==> config.mk <==
export PLATFORM = sky130hd
export DESIGN_NAME = seg7_scan_driver_flat
export DESIGN_NICKNAME = d
export VERILOG_FILES = /design/src/rtl/seg7_scan_driver_if.sv /design/src/rtl/seg7_scan_driver.sv /design/src/flat_wrapper.sv
export SDC_FILE = /design/constraint.sdc
export NUM_CORES = 1
export LEC_CHECK = 0
export BUFFER_PORTS_ARGS = -buffer_cell sky130_fd_sc_hd__buf_2
export CAP_MARGIN = 20
export CORE_ASPECT_RATIO = 0.7
export CORE_MARGIN = 2
export CORE_UTILIZATION = 25
export CTS_BUF_LIST = sky130_fd_sc_hd__clkbuf_16
export DETAILED_ROUTE_END_ITERATION = 8
export HOLD_SLACK_MARGIN = 0.02
export PLACE_DENSITY_LB_ADDON = 0.15
export SLEW_MARGIN = 15
export SYNTH_ARGS = -nofsm -noshare
export SYNTH_HDL_FRONTEND = slang
export SYNTH_SLANG_ARGS = --single-unit
==> constraint.sdc <==
create_clock -name clk -period 3.3 [get_ports clk]
set_clock_uncertainty 0.05 [all_clocks]
set_input_delay 0.33 -clock clk [delete_from_list [all_inputs] [get_ports clk]]
set_output_delay 0.33 -clock clk [all_outputs]
set_load 0.05 [all_outputs]
==> src/rtl/seg7_scan_driver_if.sv <==
// Bundle of the display-side signals for seg7_scan_driver: the hex value,
// decimal-point and blanking requests going in, and the multiplexed
// anode/segment/decimal-point pins coming out.
interface seg7_scan_driver_if #(
  parameter int NUM_DIGITS = 4
);
  logic [4*NUM_DIGITS-1:0] value;
  logic [NUM_DIGITS-1:0]   dp_in;
  logic                    blank_lz;
  logic [NUM_DIGITS-1:0]   an;
  logic [6:0]              seg;
  logic                    dp;

  // Producer of the value / consumer of the display pins.
  modport master (
    output value, dp_in, blank_lz,
    input  an, seg, dp
  );

  // The scan driver itself.
  modport slave (
    input  value, dp_in, blank_lz,
    output an, seg, dp
  );
endinterface

==> src/rtl/seg7_scan_driver.sv <==
// Time-multiplexed seven-segment display driver. Scans NUM_DIGITS digits,
// one REFRESH_DIV-cycle slot each, with a GUARD-cycle all-off interval at the
// start of every slot to suppress ghosting. The input value is captured once
// per scan (first cycle of the digit-0 slot, inside its guard) so a digit
// never shows a mix of old and new data. All pins are registered.
module seg7_scan_driver #(
  parameter int NUM_DIGITS  = 4,
  parameter int REFRESH_DIV = 100000,
  parameter int GUARD       = 2,
  parameter int ACTIVE_LOW  = 1
) (
  input logic                clk,
  input logic                rst,
  seg7_scan_driver_if.slave  io_bus
);

  localparam int PRE_W = (REFRESH_DIV > 1) ? $clog2(REFRESH_DIV) : 1;
  localparam int IDX_W = (NUM_DIGITS > 1) ? $clog2(NUM_DIGITS) : 1;
  localparam bit POL   = (ACTIVE_LOW != 0);

  // Active-high segment pattern {g,f,e,d,c,b,a} for one hex nibble.
  function automatic logic [6:0] hex_to_seg(input logic [3:0] nib);
    logic [6:0] s;
    case (nib)
      4'h0: s = 7'h3F;
      4'h1: s = 7'h06;
      4'h2: s = 7'h5B;
      4'h3: s = 7'h4F;
      4'h4: s = 7'h66;
      4'h5: s = 7'h6D;
      4'h6: s = 7'h7D;
      4'h7: s = 7'h07;
      4'h8: s = 7'h7F;
      4'h9: s = 7'h6F;
      4'hA: s = 7'h77;
      4'hB: s = 7'h7C;
      4'hC: s = 7'h39;
      4'hD: s = 7'h5E;
      4'hE: s = 7'h79;
      default: s = 7'h71;
    endcase
    return s;
  endfunction

  logic [PRE_W-1:0]        r_pre;
  logic [IDX_W-1:0]        r_idx;
  logic [4*NUM_DIGITS-1:0] r_snap;
  logic [NUM_DIGITS-1:0]   r_an;
  logic [6:0]              r_seg;
  logic                    r_dp;

  logic                    w_pre_last;
  logic                    w_idx_last;
  logic                    w_run;
  logic [NUM_DIGITS-1:0]   w_upper_zero;
  logic [3:0]              w_nib;
  logic                    w_dp_sel;
  logic                    w_lz_sel;
  logic [NUM_DIGITS-1:0]   w_an_1h;
  logic                    w_off;
  logic [NUM_DIGITS-1:0]   w_an;
  logic [6:0]              w_seg;
  logic                    w_dp;

  assign w_pre_last = (r_pre == PRE_W'(REFRESH_DIV - 1));
  assign w_idx_last = (r_idx == IDX_W'(NUM_DIGITS - 1));

  // Prescaler and digit index: one slot per REFRESH_DIV cycles, wrap per scan.
  always_ff @(posedge clk) begin
    if (rst) begin
      r_pre <= '0;
      r_idx <= '0;
    end else if (w_pre_last) begin
      r_pre <= '0;
      r_idx <= w_idx_last ? '0 : r_idx + IDX_W'(1);
    end else begin
      r_pre <= r_pre + PRE_W'(1);
    end
  end

  // Capture the whole value once per scan, at the first cycle of digit 0.
  always_ff @(posedge clk) begin
    if (rst) begin
      r_snap <= '0;
    end else if ((r_pre == '0) && (r_idx == '0)) begin
      r_snap <= io_bus.value;
    end
  end

  // w_upper_zero[i]: every snapshot nibble from i up to the top digit is zero.
  always_comb begin
    w_upper_zero = '0;
    w_run        = 1'b1;
    for (int i = NUM_DIGITS - 1; i >= 0; i--) begin
      w_run           = w_run && (r_snap[4*i +: 4] == 4'h0);
      w_upper_zero[i] = w_run;
    end
  end

  // Select the current digit's nibble, dp request, blanking flag and anode.
  always_comb begin
    w_nib    = 4'h0;
    w_dp_sel = 1'b0;
    w_lz_sel = 1'b0;
    w_an_1h  = '0;
    for (int i = 0; i < NUM_DIGITS; i++) begin
      if (r_idx == IDX_W'(i)) begin
        w_nib      = r_snap[4*i +: 4];
        w_dp_sel   = io_bus.dp_in[i];
        w_lz_sel   = w_upper_zero[i];
        w_an_1h[i] = 1'b1;
      end
    end
  end

  // Digit 0 is never blanked, so a zero value still shows a single 0.
  assign w_off = (r_pre < PRE_W'(GUARD)) ||
                 (io_bus.blank_lz && (r_idx != '0) && w_lz_sel);
  assign w_an  = w_off ? '0   : w_an_1h;
  assign w_seg = w_off ? 7'h0 : hex_to_seg(w_nib);
  assign w_dp  = w_off ? 1'b0 : w_dp_sel;

  // Registered pins with board polarity applied after encoding.
  always_ff @(posedge clk) begin
    if (rst) begin
      r_an  <= {NUM_DIGITS{POL}};
      r_seg <= {7{POL}};
      r_dp  <= POL;
    end else begin
      r_an  <= w_an ^ {NUM_DIGITS{POL}};
      r_seg <= w_seg ^ {7{POL}};
      r_dp  <= w_dp ^ POL;
    end
  end

  assign io_bus.an  = r_an;
  assign io_bus.seg = r_seg;
  assign io_bus.dp  = r_dp;

endmodule

==> src/flat_wrapper.sv <==
// flat-port wrapper written by rule: the top's interface ports become plain ports
module seg7_scan_driver_flat 
#(
  parameter int NUM_DIGITS  = 4,
  parameter int REFRESH_DIV = 100000,
  parameter int GUARD       = 2,
  parameter int ACTIVE_LOW  = 1
)
  (clk, rst, io_bus_value, io_bus_dp_in, io_bus_blank_lz, io_bus_an, io_bus_seg, io_bus_dp);
  seg7_scan_driver_if #(.NUM_DIGITS(NUM_DIGITS)) io_bus_i ();
  input logic clk;
  input logic rst;
  input wire logic [$bits(io_bus_i.value)-1:0] io_bus_value;
  input wire logic [$bits(io_bus_i.dp_in)-1:0] io_bus_dp_in;
  input wire logic [$bits(io_bus_i.blank_lz)-1:0] io_bus_blank_lz;
  output wire logic [$bits(io_bus_i.an)-1:0] io_bus_an;
  output wire logic [$bits(io_bus_i.seg)-1:0] io_bus_seg;
  output wire logic [$bits(io_bus_i.dp)-1:0] io_bus_dp;
  assign io_bus_i.value = io_bus_value;
  assign io_bus_i.dp_in = io_bus_dp_in;
  assign io_bus_i.blank_lz = io_bus_blank_lz;
  assign io_bus_an = io_bus_i.an;
  assign io_bus_seg = io_bus_i.seg;
  assign io_bus_dp = io_bus_i.dp;
  seg7_scan_driver #(.NUM_DIGITS(NUM_DIGITS), .REFRESH_DIV(REFRESH_DIV), .GUARD(GUARD), .ACTIVE_LOW(ACTIVE_LOW)) u_core (.clk(clk), .rst(rst), .io_bus(io_bus_i));
endmodule
# [After elaboration in Yosys (flattened, before gate mapping)]
# Memories as Yosys holds them, arrays and structs flattened.
# Cells that the tools add are included.
# Widths: inputs -> output; s select.
[totals] reg_bits=47 romBits=112 inputBits=23 out_inout_bits=12 word_cells=52 memories=1
[mem_list] name="(no name shown)" depth=16 word_bits=7 rd=1 rd_ports_with_merged_regs=0 wr=0 line_no="seg7_scan_driver.sv:24" text="case (nib)"
[classes] add_sub_neg=2 order_cmp=1 eq_ne=4 mux=20 bitwise_logic=3 reduce_logical=15
[op_table] op="$mux 4" n=5
[op_table] op="$add 17x1->17 const B" n=1
[op_table] op="$eq 17x17->1 const B" n=1
[op_table] op="$logic_not 17->1" n=1
[op_table] op="$lt 17x2->1 const B" n=1
[op_table] op="$logic_not 4->1" n=4
[op_table] op="$mux 1" n=13
[op_table] op="$mux 7" n=1
[op_table] op="$not 7->7" n=1
[op_table] op="$logic_and 1x1->1" n=6
[op_table] op="$eq 2x2->1 const B" n=2
[op_table] op="$not 4->4" n=1
[op_table] op="$add 2x1->2 const B" n=1
[op_table] op="$eq 2x1->1 const B" n=1
[op_table] op="$logic_not 2->1" n=1
[op_table] op="$mux 2" n=1
[op_table] op="$reduce_bool 2->1" n=1
[op_table] op="$reduce_or 2->1" n=1
[op_table] op="$logic_or 1x1->1" n=1
[op_table] op="$not 1->1" n=1

# [Logic depth before layout (Yosys ltp)]
[logic_depth] depth_word=12 ltp_mapped=11 depth_no_buf=10

# [Worst setup path before layout]
# Ideal clock, no wire load.
[synth_timing] path_kind="register to register" from="reg u_core.r_idx[0]" to="reg u_core.r_seg[3] (netlist: u_core.io_bus.seg[3])" setup_ns=0.142 t_arrival_ns=2.129 required_time_ns=3.108 setup_slack_ns=0.979 stages_incl_launch_ff=10 n_path_buf=1 period_less_slack_ns=2.321 path_cell_list="dfxtp_1 > ha_1 > clkbuf_1 > a211oi_1 > a211oi_1 > inv_1 > ha_1 > nand2_1 > o211ai_1 > o211ai_1"
[synth_between] elab_chain_len=9 elab_cells_between_ends=19 cone_classes="eq/ne (3); mux (9); bitwise (1); reduce/logical (5); memory (1)"
[synth_lines] item="from (decl)" line_no="seg7_scan_driver.sv:46" text="logic [IDX_W-1:0] r_idx;"
[synth_lines] item="from (signal assigned)" line_no="seg7_scan_driver.sv:75" text="r_idx <= w_idx_last ? '0 : r_idx + IDX_W'(1);"
[synth_lines] item="parallel branches: the longest is 7 deep, another holds $mem_v2 16x7"
[synth_lines] item="$mux 7 (*)" line_no="seg7_scan_driver.sv:120" text="assign w_seg = w_off ? 7'h0 : hex_to_seg(w_nib);"
[synth_lines] item="$not 7->7 (no source line) (*)"
[synth_lines] item="to (signal assigned)" line_no="seg7_scan_driver.sv:127" text="r_seg <= {7{POL}};"
[synth_lines] item="to (signal assigned)" line_no="seg7_scan_driver.sv:131" text="r_seg <= w_seg ^ {7{POL}};"
[synth_lines] item="to (decl)" line_no="seg7_scan_driver.sv:49" text="logic [6:0] r_seg;"
# Mark *: on every way between the ends.
# A chain may end at the register's enable or synchronous reset.

# [Worst setup path in the final report]
[layout_timing] from="reg u_core.r_idx[1]" to="reg u_core.r_seg[2] (netlist: u_core.io_bus.seg[2])"
# The elaborated chain is that of the path after synthesis.

==> impl_metrics.py <==
metrics = {
    "clock_network": {
        "clockBufferDepth": 2,
        "numCtsBuffers": 5,
        "cts_resized": 0,
        "clock_latency_ps": 280,
        "clock_sinks": 47,
        "tritoncts": "built",
        "cts_hold_buffers": 0,
        "htreeDepth": 2,
        "postCtsSetupBuffers": 0,
        "clkTransAtPathRegs_ps": 60,
        "root_buffer": "clkbuf_16",
    },
    "routing": {
        "antenna_left": 0,
        "wl_per_cell_um": 13.1,
        "vias_per_cell": 4.25,
        "first_iter_violations": 60,
        "route.vias.total": 1727,
        "drc_errors": 0,
        "wirelength_um": 5300,
        "drt_pass1_iterations": 4,
    },
    "critical_path": {
        "r2r_cells": 7,
        "r2r-end": "u_core.io_bus.seg[2]",
        "startpoint": "u_core.r_idx[1]",
        "worstPathArrival_ps": 2730,
        "rr_startpoint": "u_core.r_idx[1]",
        "critPathMaxFanout": 12,
        "critPathMaxStageDelay_ps": 610,
        "required_ps": 3420,
        "end_kind": "register",
        "r2r_setup_slack_ps": 680,
        "path_class": "register to register",
        "cp_cell_sequence": "inv_1 > ha_1 > nand3b_1 > a211oi_1 > inv_1 > ha_1 > o311ai_0",
        "crit_end": "u_core.io_bus.seg[2]",
        "start_kind": "register",
        "crit_slowest_cell": "a211oi_1",
    },
    "pwr": {
        "p_leak_nw": 1.10,
        "max-vdd-ir-drop_mv": 0.209,
        "power.density_nw_per_um2": 491,
    },
    "layout": {
        "fin_nets": 320,
        "n_antenna_cell": 0,
        "syn2layout_area_growth_pct": 19.2,
        "drive_gt1_share_pct": 17.5,
        "fillers": 925,
        "register_area_um2": 941,
        "post-route-cell-area_um2": 2660,
        "multi_input_area_um2": 1200,
    },
    "synthesis": {
        "yosysSeqAreaShare_pct": 42.1,
        "syn_inst": 252,
        "synth_warnings": 0,
        "synth_top_flop_cell": "dfxtp_1",
        "synth.most_common_cell": "dfxtp_1",
        "syn_area_um2": 2230,
        "synth_fp_nets": 287,
        "synth-edff-count": 0,
        "yosysTopAreaCellShare_pct": 42.1,
        "synth_cell_types": 43,
        "ys_top_cells_by_count": "dfxtp_1, nor2_1, nand2_1",
        "synth_area_leader_cell": "dfxtp_1",
        "avgSynthCellArea_um2": 8.86,
        "async_reset_ff_share_pct": 0,
        "yosys-top-cells-area": "dfxtp_1, mux2i_1, nor2_1",
        "yosys_register_bits": 47,
    },
    "global_route": {
        "grt_overflow": 0,
        "grt_pass1_vias": 1622,
        "grt_pass1_wl_um": 8680,
        "track_usage_pct": 11.5,
        "antenna_found_initial": 0,
        "grt_max_degree": 22,
    },
    "placement": {
        "post-dp-hpwl_um": 4030,
        "place_congestion": 0.806,
        "dpl_cell_area_um2": 2520,
        "io_buffers": 34,
    },
    "timing": {
        "drv_slew": 0,
        "fmax_mhz": 382,
        "fin_crit_sh_pct": 79.3,
        "setup_tns_ps": 0,
        "worst_pin_slew_ps": 702,
        "setup_violations": 0,
        "finalHoldViolations": 0,
        "max_slew_margin_pct": 52.9,
        "grt_setup_unrepaired": "false",
        "final.min_clock_period_ps": 2620,
    },
    "floorplanning": {
        "die_area_um2": 9720,
        "io_pins": 35,
        "dieWidth_um": 117,
        "die_y_um": 83.1,
        "core-area_um2": 8550,
        "start_util_pct": 26.1,
        "rows": 28,
    },
    "worst_hold_path": {
        "min_path_type": "primary input to register",
    },
    "outcome": {
        "outcome": "complete, no violations",
    },
    "flow_run": {
        "max_cap_violations": 0,
    },
}
[through the flow]
| stage | utilization, % | setup slack (ps) | power (mW) | instances | hold slack [ps] |
|---|---|---|---|---|---|
| 6_report | 31.1 | 685 | 1.31 | 406 | 232 |
| 5_1_grt | 31.1 | 411 | 1.39 | 406 | 235 |
| 4_1_cts | 31.1 | 722 | 1.33 | 406 | 224 |
| 3_5_place_dp | 29.5 | 716 | 0.834 | 398 | 404 |
| 3_3_place_gp | 29.5 | 838 | 0.837 | 398 | 405 |
| 2_1_floorplan | - | 979 | 0.780 | 252 | 380 |
[registers in the layout, summed over array words and instances (netlist names)]
name,flops
u_core.r_pre,17
u_core.r_snap,16
u_core.io_bus.seg,7
u_core.io_bus.an,4
u_core.r_idx,2
u_core.io_bus.dp,1
[worst min path at each step]
stage | startpoint | end | cells after the start | slack, ps
floorplan | u_core.r_pre[0] | u_core.r_pre[0] | 1 | 380
global placement | u_core.r_pre[0] | u_core.r_pre[0] | 1 | 400
detailed placement | u_core.r_pre[0] | u_core.r_pre[0] | 1 | 400
CTS | io_bus_value[3] | u_core.r_snap[3] | 3 | 220
finish | io_bus_value[3] | u_core.r_snap[3] | 3 | 230
global route | io_bus_value[12] | u_core.r_snap[12] | 3 | 240
[worst max-delay path: cells and delay by family, from the launching register on]
family	cells	cell delay [ps]
flip-flops	1	370
AND/OR/NAND/NOR	1	230
adder cells (fa/ha/maj)	2	610
AO/OA/AOI/OAI	2	970
buffers and inverters	2	270
[layer usage]
metal | wire length, µm | global-route usage, % | part of all wire (%) | vias to the layer above
met4 | 44 | 2.57 | 0.83 | 0
met2 | 1740 | 13.7 | 33 | 34
met1 | 3270 | 19.2 | 62 | 766
met3 | 247 | 3.58 | 4.7 | 4
met5 | 0 | 0 | 0 | -
li1 | - | - | - | 923
[cells in the final DEF, fill, tap and decap left out, drive strengths merged, types with 2 or more instances in the layout]
cell type and n:
nand2 27, buf 37, and3 3, ha 12
nand3b 4, mux2i 19, inv 11, nand4 4
nor3 8, a211oi 3, clkinv 3, dfxtp 47
xnor2 6, a311o 2, clkbuf 5, nor4 6
nand3 7, o211ai 4, a21oi 3, nor3b 4
nor2 42, xor2 9, nor2b 5
[logic make-up (layout without fill, tap and decap cells)]
family / Yosys count / count (layout) / synth area share (%)
AND/OR/NAND/NOR: 115 / 115 / 24.9
AO/OA/AOI/OAI: 22 / 22 / 7.56
multiplexers: 19 / 19 / 8.52
buffers and inverters: 22 / 56 / 4.31
flip-flops: 47 / 47 / 42.1
XOR/XNOR: 15 / 15 / 5.88
adder cells (fa/ha/maj): 12 / 12 / 6.72
[where the power goes]
| group | total, mW | switching [mW] | leakage, nW | internal [mW] |
|---|---|---|---|---|
| Sequential | 0.622 | 0.0229 | 0.384 | 0.599 |
| Combinational | 0.200 | 0.121 | 0.641 | 0.0791 |
| Clock | 0.486 | 0.210 | 0.0733 | 0.277 |
[layout make-up]
type / instances / area share [%]
sequential: 47 / 35.4
multi-input combinational: 183 / 44.9
timing repair buffer: 37 / 7.24
clock buffer: 5 / 4.70
clock inverter: 3 / 0.564
inverter: 11 / 1.55
tap: 120 / 5.64
Note: power is estimated with default switching activity, not from simulation.
